<file path="src/rtl/cae_inst_pkg.sv">
// cae_inst_pkg: opcode/function constants and decode record for the dispatch decoder
package cae_inst_pkg;
    localparam int AEG_IDX_W = 18;
    localparam int CAEP_W    = 5;

    localparam logic [3:0] OPC_F7_GRP = 4'b1101;
    localparam logic [4:0] OPC_F6_WR  = 5'b11100;
    localparam logic [4:0] OPC_F5_RD  = 5'b11101;
    localparam logic [4:0] OPC_CAEP   = 5'b11110;

    localparam logic [6:0] FN_MOV_AEG_WR     = 7'h40;
    localparam logic [6:0] FN_MOV_AEG_RD_IND = 7'h68;
    localparam logic [6:0] FN_MOV_AEG_RD     = 7'h70;
    localparam logic [5:0] FN_WR_A           = 6'h18;
    localparam logic [5:0] FN_WR_B           = 6'h20;
    localparam logic [5:0] FN_RD             = 6'h1C;

    typedef struct packed {
        logic                 val;
        logic [CAEP_W-1:0]    caep;
        logic                 wr;
        logic                 rd;
        logic [AEG_IDX_W-1:0] idx;
        logic                 err;
    } dec_t;
endpackage

</file>
<file path="src/rtl/cae_inst_decoder.sv">
// cae_inst_decoder: decodes dispatched coprocessor instructions into one-hot strobes
// clk, i_reset           : clock, synchronous active-high reset
// cae_inst, cae_data     : instruction word and scalar data (data[17:0] for indirect AEG reads)
// cae_inst_vld           : instruction valid, one cycle per instruction
// inst_val, inst_caep    : custom CAEP instruction valid and number
// inst_aeg_wr/rd, idx    : AEG write/read strobes and register index
// err_unimpl             : unimplemented or illegal instruction
module cae_inst_decoder
    import cae_inst_pkg::*;
#(
    parameter bit OUT_REG = 0
) (
    input  logic                 clk,
    input  logic                 i_reset,
    input  logic [31:0]          cae_inst,
    input  logic [63:0]          cae_data,
    input  logic                 cae_inst_vld,
    output logic                 inst_val,
    output logic [CAEP_W-1:0]    inst_caep,
    output logic                 inst_aeg_wr,
    output logic                 inst_aeg_rd,
    output logic [AEG_IDX_W-1:0] inst_aeg_idx,
    output logic                 err_unimpl
);
    logic [4:0] opc;
    logic [5:0] fn6;
    logic [6:0] fn7;
    dec_t       d;
    dec_t       o;
    logic       unused;

    assign opc    = cae_inst[28:24];
    assign fn6    = cae_inst[23:18];
    assign fn7    = cae_inst[24:18];
    assign unused = ^{clk, cae_inst[31:29], cae_data[63:18]};

    always_comb begin
        d = '0;
        if (cae_inst_vld) begin
            if (opc[4:1] == OPC_F7_GRP) begin
                d.wr  = fn7 == FN_MOV_AEG_WR;
                d.rd  = fn7 == FN_MOV_AEG_RD_IND || fn7 == FN_MOV_AEG_RD;
                d.err = !(d.wr || d.rd);
                d.idx = fn7 == FN_MOV_AEG_WR     ? cae_inst[17:0] :
                        fn7 == FN_MOV_AEG_RD_IND ? cae_data[17:0] :
                        fn7 == FN_MOV_AEG_RD     ? {6'b0, cae_inst[17:6]} : '0;
            end else if (opc == OPC_F6_WR) begin
                d.wr  = fn6 == FN_WR_A || fn6 == FN_WR_B;
                d.err = !d.wr;
                d.idx = d.wr ? {6'b0, cae_inst[17:12], cae_inst[5:0]} : '0;
            end else if (opc == OPC_F5_RD) begin
                d.rd  = fn6 == FN_RD;
                d.err = !d.rd;
                d.idx = d.rd ? {6'b0, cae_inst[17:6]} : '0;
            end else if (opc == OPC_CAEP) begin
                d.val  = fn6[5];
                d.err  = !fn6[5];
                d.caep = fn6[5] ? fn6[4:0] : '0;
            end else begin
                d.err = 1'b1;
            end
        end
    end

    generate
        if (OUT_REG) begin : g_reg
            dec_t q;
            always_ff @(posedge clk) begin
                if (i_reset) q <= '0;
                else         q <= d;
            end
            assign o = q;
        end else begin : g_comb
            assign o = i_reset ? '0 : d;
        end
    endgenerate

    assign inst_val     = o.val;
    assign inst_caep    = o.caep;
    assign inst_aeg_wr  = o.wr;
    assign inst_aeg_rd  = o.rd;
    assign inst_aeg_idx = o.idx;
    assign err_unimpl   = o.err;
endmodule

</file>
<file path="config.mk">
export PLATFORM = sky130hd
export DESIGN_NAME = cae_inst_decoder
export DESIGN_NICKNAME = d
export VERILOG_FILES = /design/src/rtl/cae_inst_pkg.sv /design/src/rtl/cae_inst_decoder.sv
export SDC_FILE = /design/constraint.sdc
export NUM_CORES = 1
export LEC_CHECK = 0
export CORE_MARGIN = 2
export CORE_UTILIZATION = 26
export DETAILED_ROUTE_END_ITERATION = 8
export PLACE_DENSITY_LB_ADDON = 0.1
export SKIP_LAST_GASP = 1
export SLEW_MARGIN = 20
export SYNTH_ARGS = -nofsm -noshare
export SYNTH_HDL_FRONTEND = slang
export SYNTH_SLANG_ARGS = --single-unit
export TNS_END_PERCENT = 5
</file>
<file path="constraint.sdc">
create_clock -name vclk -period 2.9
set_input_delay 0.58 -clock vclk [all_inputs]
set_output_delay 0.58 -clock vclk [all_outputs]
set_load 0.01 [all_outputs]
</file>
Word-level counts from Yosys, hierarchy flattened
Index checks and enable logic that the tools add are counted.
Storage, ports and cells
  output and inout bits: 27
  memories: 0
  memory bits (writable): 0
  bits in read-only memories: 0
  logic and storage cells: 36
  bits of input ports: 99
  bits in latches: 0
  register bits: 0
Cells by class
  multipliers: 0
  bitwise logic cells: 0
  equality and inequality tests: 10
  shift operators: 0
  reduce and logical (&&, ||, !) cells: 7
  mux-type cells: 19
  add/sub/neg operators: 0
  div/mod/pow operators: 0
  order comparisons: 0
Operators with widths (count)
  2-to-1 mux 27 bit: 2
  2-to-1 mux 19 bit: 2
  2-to-1 mux 12 bit: 3
  2-to-1 mux 18 bit: 2
  2-to-1 mux 6 bit: 4
  == test 7 bit, second input constant: 3
  2-to-1 mux 21 bit: 1
  == test 5 bit, second input constant: 3
  == test 6 x 5 -> 1 bit, second input constant: 2
  == test 6 bit, second input constant: 1
  2-to-1 mux 5 bit: 1
  == test 4 bit, second input constant: 1
  logical NOT 1 bit: 4
  2-to-1 mux 1 bit: 4
  logical OR 1 bit: 3

Logic depth before layout (Yosys ltp)
Gate-level depths: netlist of the first run.
  word-level depth: 7
  gate-level depth with buffers: 6

Worst setup path after synthesis of the first run
OpenSTA, ideal clock, no wires.
  path kind: input-to-output
  start point: in cae_inst[21]
  end point: out inst_aeg_idx[10]
  stages: 6
  data required time: 2.320 ns
  slack: 0.251 ns
  arrival time: 2.069 ns
  path through: buf_6 -> or3b_4 -> a2111oi_4 -> buf_6 -> nand2_1 -> a211oi_1
On the way
  longest elaborated chain between the ends: 7
  elaborated cells between the ends (all ways): 17
Ends and longest elaborated chain
  from (decl): RTL line cae_inst_decoder.sv:15  | input logic [31:0] cae_inst,
  == test 7 bit (tied with other cells): RTL line cae_inst_decoder.sv:46  | fn7 == FN_MOV_AEG_RD ? {6'b0, cae_inst[17:6]} : '0;
  2-to-1 mux 12 bit (tied with other cells): RTL line cae_inst_decoder.sv:46
  2-to-1 mux 18 bit (tied with other cells): RTL line cae_inst_decoder.sv:45  | fn7 == FN_MOV_AEG_RD_IND ? cae_data[17:0] :
  2-to-1 mux 18 bit / 2-to-1 mux 19 bit (equally long branches): RTL line cae_inst_decoder.sv:44, cae_inst_decoder.sv:47
  2-to-1 mux 21 bit *: RTL line cae_inst_decoder.sv:40  | if (opc[4:1] == OPC_F7_GRP) begin
  2-to-1 mux 27 bit *: RTL line cae_inst_decoder.sv:39  | if (cae_inst_vld) begin
  2-to-1 mux 27 bit *: RTL line cae_inst_decoder.sv:74  | assign o = i_reset ? '0 : d;
  to (decl): RTL line cae_inst_decoder.sv:22  | output logic [AEG_IDX_W-1:0] inst_aeg_idx,
Mark *: on every way between the ends. The rest lies on a longest branch, timed or not.

Worst setup path in the final report of the first run
  start point: in cae_inst[19]
  end point: out err_unimpl
On the way
  longest elaborated chain between the ends: 7
  elaborated cells between the ends (all ways): 17
Ends and longest elaborated chain
  == test 6 x 5 -> 1 bit (tied with other cells): RTL line cae_inst_decoder.sv:52  | d.rd = fn6 == FN_RD;
  logical NOT 1 bit (tied with other cells): RTL line cae_inst_decoder.sv:53  | d.err = !d.rd;
  2-to-1 mux 1 bit (tied with other cells): RTL line cae_inst_decoder.sv:51  | end else if (opc == OPC_F5_RD) begin
  2-to-1 mux 19 bit / logical NOT 1 bit (equally long branches): RTL line cae_inst_decoder.sv:47, cae_inst_decoder.sv:43
  2-to-1 mux 21 bit *: RTL line cae_inst_decoder.sv:40
  2-to-1 mux 27 bit *: RTL line cae_inst_decoder.sv:39
  2-to-1 mux 27 bit *: RTL line cae_inst_decoder.sv:74
  to (decl): RTL line cae_inst_decoder.sv:23  | output logic err_unimpl
Marks and branches as above.

==> metrics.md, run 1 <==
| Metric | Value |
|---|---|
| Status | finished with violations |
| Failing checks | setup timing |
| Register area share after synthesis | 0% |
| Hold crit path type | in -> out |
| CP max stage delay | 0.45 ns |
| Final Hold Fails | 0 |
| Layout Cells excl Fill | between 200 and 300 |
| Worst hold slack | between 1.5 and 2 ns |
| First-pass GRT wire length | between 7000 and 8000 µm |
| DP Wirelength | about 3400 µm |
| Placed insts | 282 |
| Worst slew pin tran | between 0.3 and 0.4 ns |
| Max VDD drop | roughly 40 µV |
| Die height | roughly 64 µm |
| Syn Inst Count | 141 |
| Antenna Violating Nets Remaining | 0 |
| Yosys top cell by area | a221oi_1 |
| Minimum clock period after layout | 3.15 ns |
| Residual DRC count | 0 |
| Detailed Route Iter0 Violations | 46 |
| Final setup fails | 25 |
| Diodes inserted | 0 |
| Core area | about 3400 µm² |
| Die area | 4050 µm² |
| Worst setup SP type | primary input |
| FFs & Latches | 0 |
| Final worst slack | -0.250 ns |
| Most common cell after layout, fill and taps aside | clkdlybuf4s50_1 |
| Unique cell type count in the Yosys netlist | 37 |
| Bufs and invs on worst path | 4 |
| Cell row count | 21 |
| Placed Area | ~1900 µm² |
| Fmax achieved | 317 MHz |
| Pleak | 0.877 nW |
| Starting density of the core | 27.3% |
| Port Buffer Count | 76 |
| Worst slew margin | between 70% and 80% |
| Setup crit end kind | primary output |
| Mapped Area | just over 900 µm² |
| RSZ-0062 raised after global routing | yes |
| GR Util All Layers | between 20% and 30% |
| DR vias | around 1600 |
| Crit share post-route | 109% |
| Crit path arrival time | approximately 2.6 ns |
| Slew Viols, Final | 0 |
| # IOs | 126 |
| Most frequent cells in the layout | clkdlybuf4s50_1, buf_4, a21oi_1 |
| Share of cells above drive strength 1 | 27.9% |
| Crit path cell chain | clkdlybuf4s50_1 -> buf_4 -> nor4_4 -> buf_4 -> a21oi_1 -> a2111oi_2 -> a2111oi_2 -> dlygate4sd2_1 |
| Setup CP Type | in -> out |
| P&R area growth vs syn | 119% |
| Clock buffers | 0 |
| Top-area cell type share of the netlist area | 11.4% |
| Crit path max-delay family | buffers and inverters |
| Routability cong. | between 0.7 and 0.8 |
| Max-cap violation count | 0 |
| Die Width | 63.7 µm |
| Routed vias/inst | 5.45 |
| Hold buffers post-CTS | 0 |
| Pin count of the biggest net entering global routing | 13 |
| Yosys warns | 0 |
| Pwr dens | slightly below 90 nW/µm² |
| Syn avg cell area | 6.57 µm² |
| Syn_nets | 240 |
| CP Max Fanout | 3 |
| WP data required | between 2 and 2.5 ns |
| DR WL/cell | ~15 µm |
| FF/Latch Area | 0 µm² |
| Design Area, Final | approximately 2000 µm² |
| CP max stage cell | clkdlybuf4s50_1 |
| Final net count | between 300 and 400 |
| DRT Pass-1 Iters | 4 |
| Synth top area cells | a221oi_1, a21oi_1, a22oi_1 |
| Detailed Route WL | between 4000 and 5000 µm |
| Total gr overflow | 0 |
| Final Power | roughly 0.18 mW |
| Area of the multi-input gates | 908 µm² |
| # fillers | 320 |
| Antenna violations before repair | 0 |
| Vias in the first global route | about 1600 |
[cells in the mapped netlist, drive strengths merged, types with 2 or more instances]
| library cell | count |
|---|---|
| a221oi | 12 |
| a211oi | 6 |
| and3b | 2 |
| nand2 | 12 |
| a2111oi | 3 |
| a21oi | 14 |
| a31oi | 2 |
| inv | 3 |
| a22oi | 8 |
| o21ai | 6 |
| and3 | 8 |
| nand2b | 2 |
| a22o | 6 |
| nor2 | 11 |
| a41o | 4 |
| and2 | 8 |
| buf | 6 |
| nor4 | 4 |
| clkbuf | 10 |
[stage by stage]
stage	utilization, %	TNS (ns)	worst slack (ns)
2_1_floorplan	-	0	0.251
3_3_place_gp	56.8	-11.13	-0.631
3_5_place_dp	56.8	-11.98	-0.682
4_1_cts	59.1	-4.04	-0.263
5_1_grt	59.8	-6.17	-0.352
6_report	59.8	-3.47	-0.250
[layer usage]
metal | part of all wire [%] | track usage, % | vias to the layer above | wire length, µm
met3 | 5.7 | 1.96 | 6 | 248
met1 | 43 | 26.9 | 737 | 1890
met5 | 0 | 0 | - | 0
met4 | 1.3 | 4.35 | 0 | 59
li1 | - | - | 774 | -
met2 | 50 | 37.6 | 63 | 2170
[cells by family (layout without fill, tap and decap cells)]
logic type             after synthesis  in the layout  synth area share (%)
AO/OA/AOI/OAI                       62             62                  51.6
AND/OR/NAND/NOR                     59             59                  37.6
buffers and inverters               19            122                  9.87
XOR/XNOR                             1              1                 0.946
[timing repair]
action | in CTS | in global routing
buffers inserted | 8 | 0
gates resized for setup | 66 | 8
endpoints found under the hold margin | 0 | 0
pin swaps | 6 | 2
setup endpoints to repair | 26 | 27
[final timing paths]
| kind | cells after the start | end | startpoint | slack [ns] |
|---|---|---|---|---|
| setup / recovery | 8 | err_unimpl | cae_inst[19] | -0.25 |
| hold / removal | 5 | inst_aeg_rd | cae_inst[23] | 1.90 |
[final cells by class]
cell class	count	share of cell area [%]
Timing Repair Buffer	119	51.8
Multi-Input combinational cell	122	44.8
Tap cell	46	2.84
Inverter	3	0.556
[power breakdown]
group	switching (mW)	total, mW	internal [mW]
clock	0	0	0
combinational	0.0716	0.178	0.107
sequential	0	0	0
total	0.0716	0.178	0.107
No activity file was read; power rests on OpenSTA's default activity.
==> run 2, diff against run 1 <==
Settings changed: RECOVER_POWER set to 50, SKIP_LAST_GASP 1 to unset.
==> run 2 against run 1 <==
Effect of this change: the run now ends clean; utilization rose by 1.6 points; die area unchanged; via count up 0.95%; global-route usage up 0.074 points; first-iteration DRC count is 8.7% higher; non-clock buffer count grew 3; sequential cell count is the same; hold slack got worse by 0.093 ns; cell count increased by 1.0%; design area grew 2.6%.
==> metrics.md, run 2 (same netlist as run 1, synthesis figures left out) <==
| Metric | Value |
|---|---|
| Status | completed |
| Final Hold Fails | 0 (unchanged) |
| Worst setup SP type | primary input |
| Final net count | 348 (+0.87%) |
| Finished Core Util | 61.3% (+1.6 points) |
| Pwr dens | 89.0 nW/µm² (+1.2%) |
| FF/Latch Area | 0 µm² (unchanged) |
| DRT Pass-1 Iters | 4 (unchanged) |
| P&R area growth vs syn | 124% |
| Clock buffers | 0 (unchanged) |
| Starting density of the core | 27.3% (unchanged) |
| First-pass GRT wire length | 7200 µm (+0.47%) |
| Diodes inserted | 0 (unchanged) |
| DR WL/cell | 15.6 µm (+3.5%) |
| Max-cap violation count | 0 (unchanged) |
| WP data required | 2.32 ns (about the same) |
| Setup crit end kind | primary output |
| Routed vias/inst | 5.44 (about the same) |
| DR vias | 1595 (+0.95%) |
| Pin count of the biggest net entering global routing | 13 (unchanged) |
| Vias in the first global route | 1578 (+0.83%) |
| CP Max Fanout | 3 (unchanged) |
| Cell row count | 21 (unchanged) |
| M1 GR Usage | 26.7% (-0.21 points) |
| Total gr overflow | 0 (unchanged) |
| GR Util All Layers | 21.0% (+0.074 points) |
| Residual DRC count | 0 (unchanged) |
| Antenna Violating Nets Remaining | 0 (unchanged) |
| Hold crit path type | in -> out |
| # IOs | 126 (unchanged) |
| Slew Viols, Final | 0 (unchanged) |
| Die height | 63.7 µm (unchanged) |
| Detailed Route WL | 4570 µm (+4.6%) |
| Most frequent cells in the layout | clkdlybuf4s50_1, buf_4, a21oi_1, nand2_1, buf_2 |
| Share of cells above drive strength 1 | 35.6% (+7.8 points) |
| Worst slew margin | 70.8% (-5.3 points) |
| Antenna violations before repair | 0 (unchanged) |
| Setup WS pre-CTS | -0.682 ns (unchanged) |
| Final worst slack | 0.000685 ns (+0.251 ns) |
| # fillers | 315 (-1.6%) |
| Core area | 3390 µm² (unchanged) |
| GR Layer Usage met3 | 1.96% (unchanged) |
| Met2 Use GR | 38.6% (+0.92 points) |
| Placed insts | 282 (unchanged) |
| Minimum clock period after layout | 2.90 ns (-0.251 ns) |
| Port Buffer Count | 76 (unchanged) |
| Worst slew pin tran | 0.434 ns (+0.0768 ns) |
| Max VDD drop | 41.5 µV (+4.6%) |
| FFs & Latches | 0 (unchanged) |
| DP Wirelength | 3450 µm (unchanged) |
| Crit path arrival time | 2.32 ns (-0.25 ns) |
| Die Width | 63.7 µm (unchanged) |
| Final setup fails | 0 (-100%) |
| Setup CP Type | in -> out |
| Fmax achieved | 345 MHz (+8.7%) |
| Layout Cells excl Fill | 293 (+1.0%) |
| Die area | 4050 µm² (unchanged) |
| RSZ-0062 raised after global routing | yes |
| Detailed Route Iter0 Violations | 50 (+8.7%) |
| Pleak | 0.920 nW (+4.9%) |
| Crit share post-route | 100% (-8.7 points) |
| GRT busiest layer | met2 |
| Routability cong. | 0.791 (unchanged) |
==> run 2: cell count changes in the layout (fill, tap and decap cells not counted), moves of 4 or more <==
cell,previous run,this run
clkdlybuf4s50_1,50,40
a221oi_1,12,7
a221oi_2,0,5
buf_2,7,12
clkbuf_2,1,6
clkdlybuf4s25_1,0,4
dlygate4sd2_1,12,8
==> run 2: worst max-delay path, stage by stage <==
cell	delay [ns]
dlygate4sd2_1	0.25
or3b_4	0.39
a2111oi_4	0.37
buf_4	0.18
buf_6	0.10
a221oi_2	0.05
a211oi_1	0.22
buf_2	0.18
==> run 2: final cells by class <==
type | instances | area [µm²] | share of cell area, %
multi-input combinational | 122 | 980 | 47.1
tap | 46 | 57.6 | 2.77
inverter | 3 | 11.3 | 0.542
timing repair buffer | 122 | 1030 | 49.5
==> run 2: path summary, 6_finish.rpt <==
path,start,end,slack (ns),depth (start not counted)
hold / removal,cae_inst[19],inst_caep[1],1.81,3
setup / recovery,cae_inst[21],inst_aeg_idx[8],0.0007,8
==> run 2: timing repair <==
item	CTS	global route
gates resized for setup	90	32
pin swaps	7	8
setup endpoints to repair	26	19
buffers inserted	8	3
hold buffers	0	0
gates cloned	0	0
==> run 2: metal layers <==
metal / up-vias / part of all wire [%] / wire, µm
met5: - / 0 / 0
met4: 0 / 0.90 / 41
met3: 4 / 5.3 / 241
met2: 55 / 51 / 2340
met1: 757 / 43 / 1950
li1: 779 / - / -
==> run 2: stage by stage <==
step / hold slack [ns] / TNS, ns / total power, mW / cell area, µm²
final: 1.81 / 0 / 0.185 / 2080
after global routing: 1.82 / -0.377 / 0.196 / 2080
after CTS: 1.91 / -0.102 / 0.175 / 1990
after detailed placement: 2.23 / -11.98 / 0.167 / 1930
after global placement: 2.21 / -11.13 / 0.164 / 1930
after floorplan: 1.28 / 0 / 0.0482 / 926
==> run 2: power breakdown <==
group	switching (mW)	internal (mW)
clock	0	0
sequential	0	0
combinational	0.0775	0.107
total	0.0775	0.107
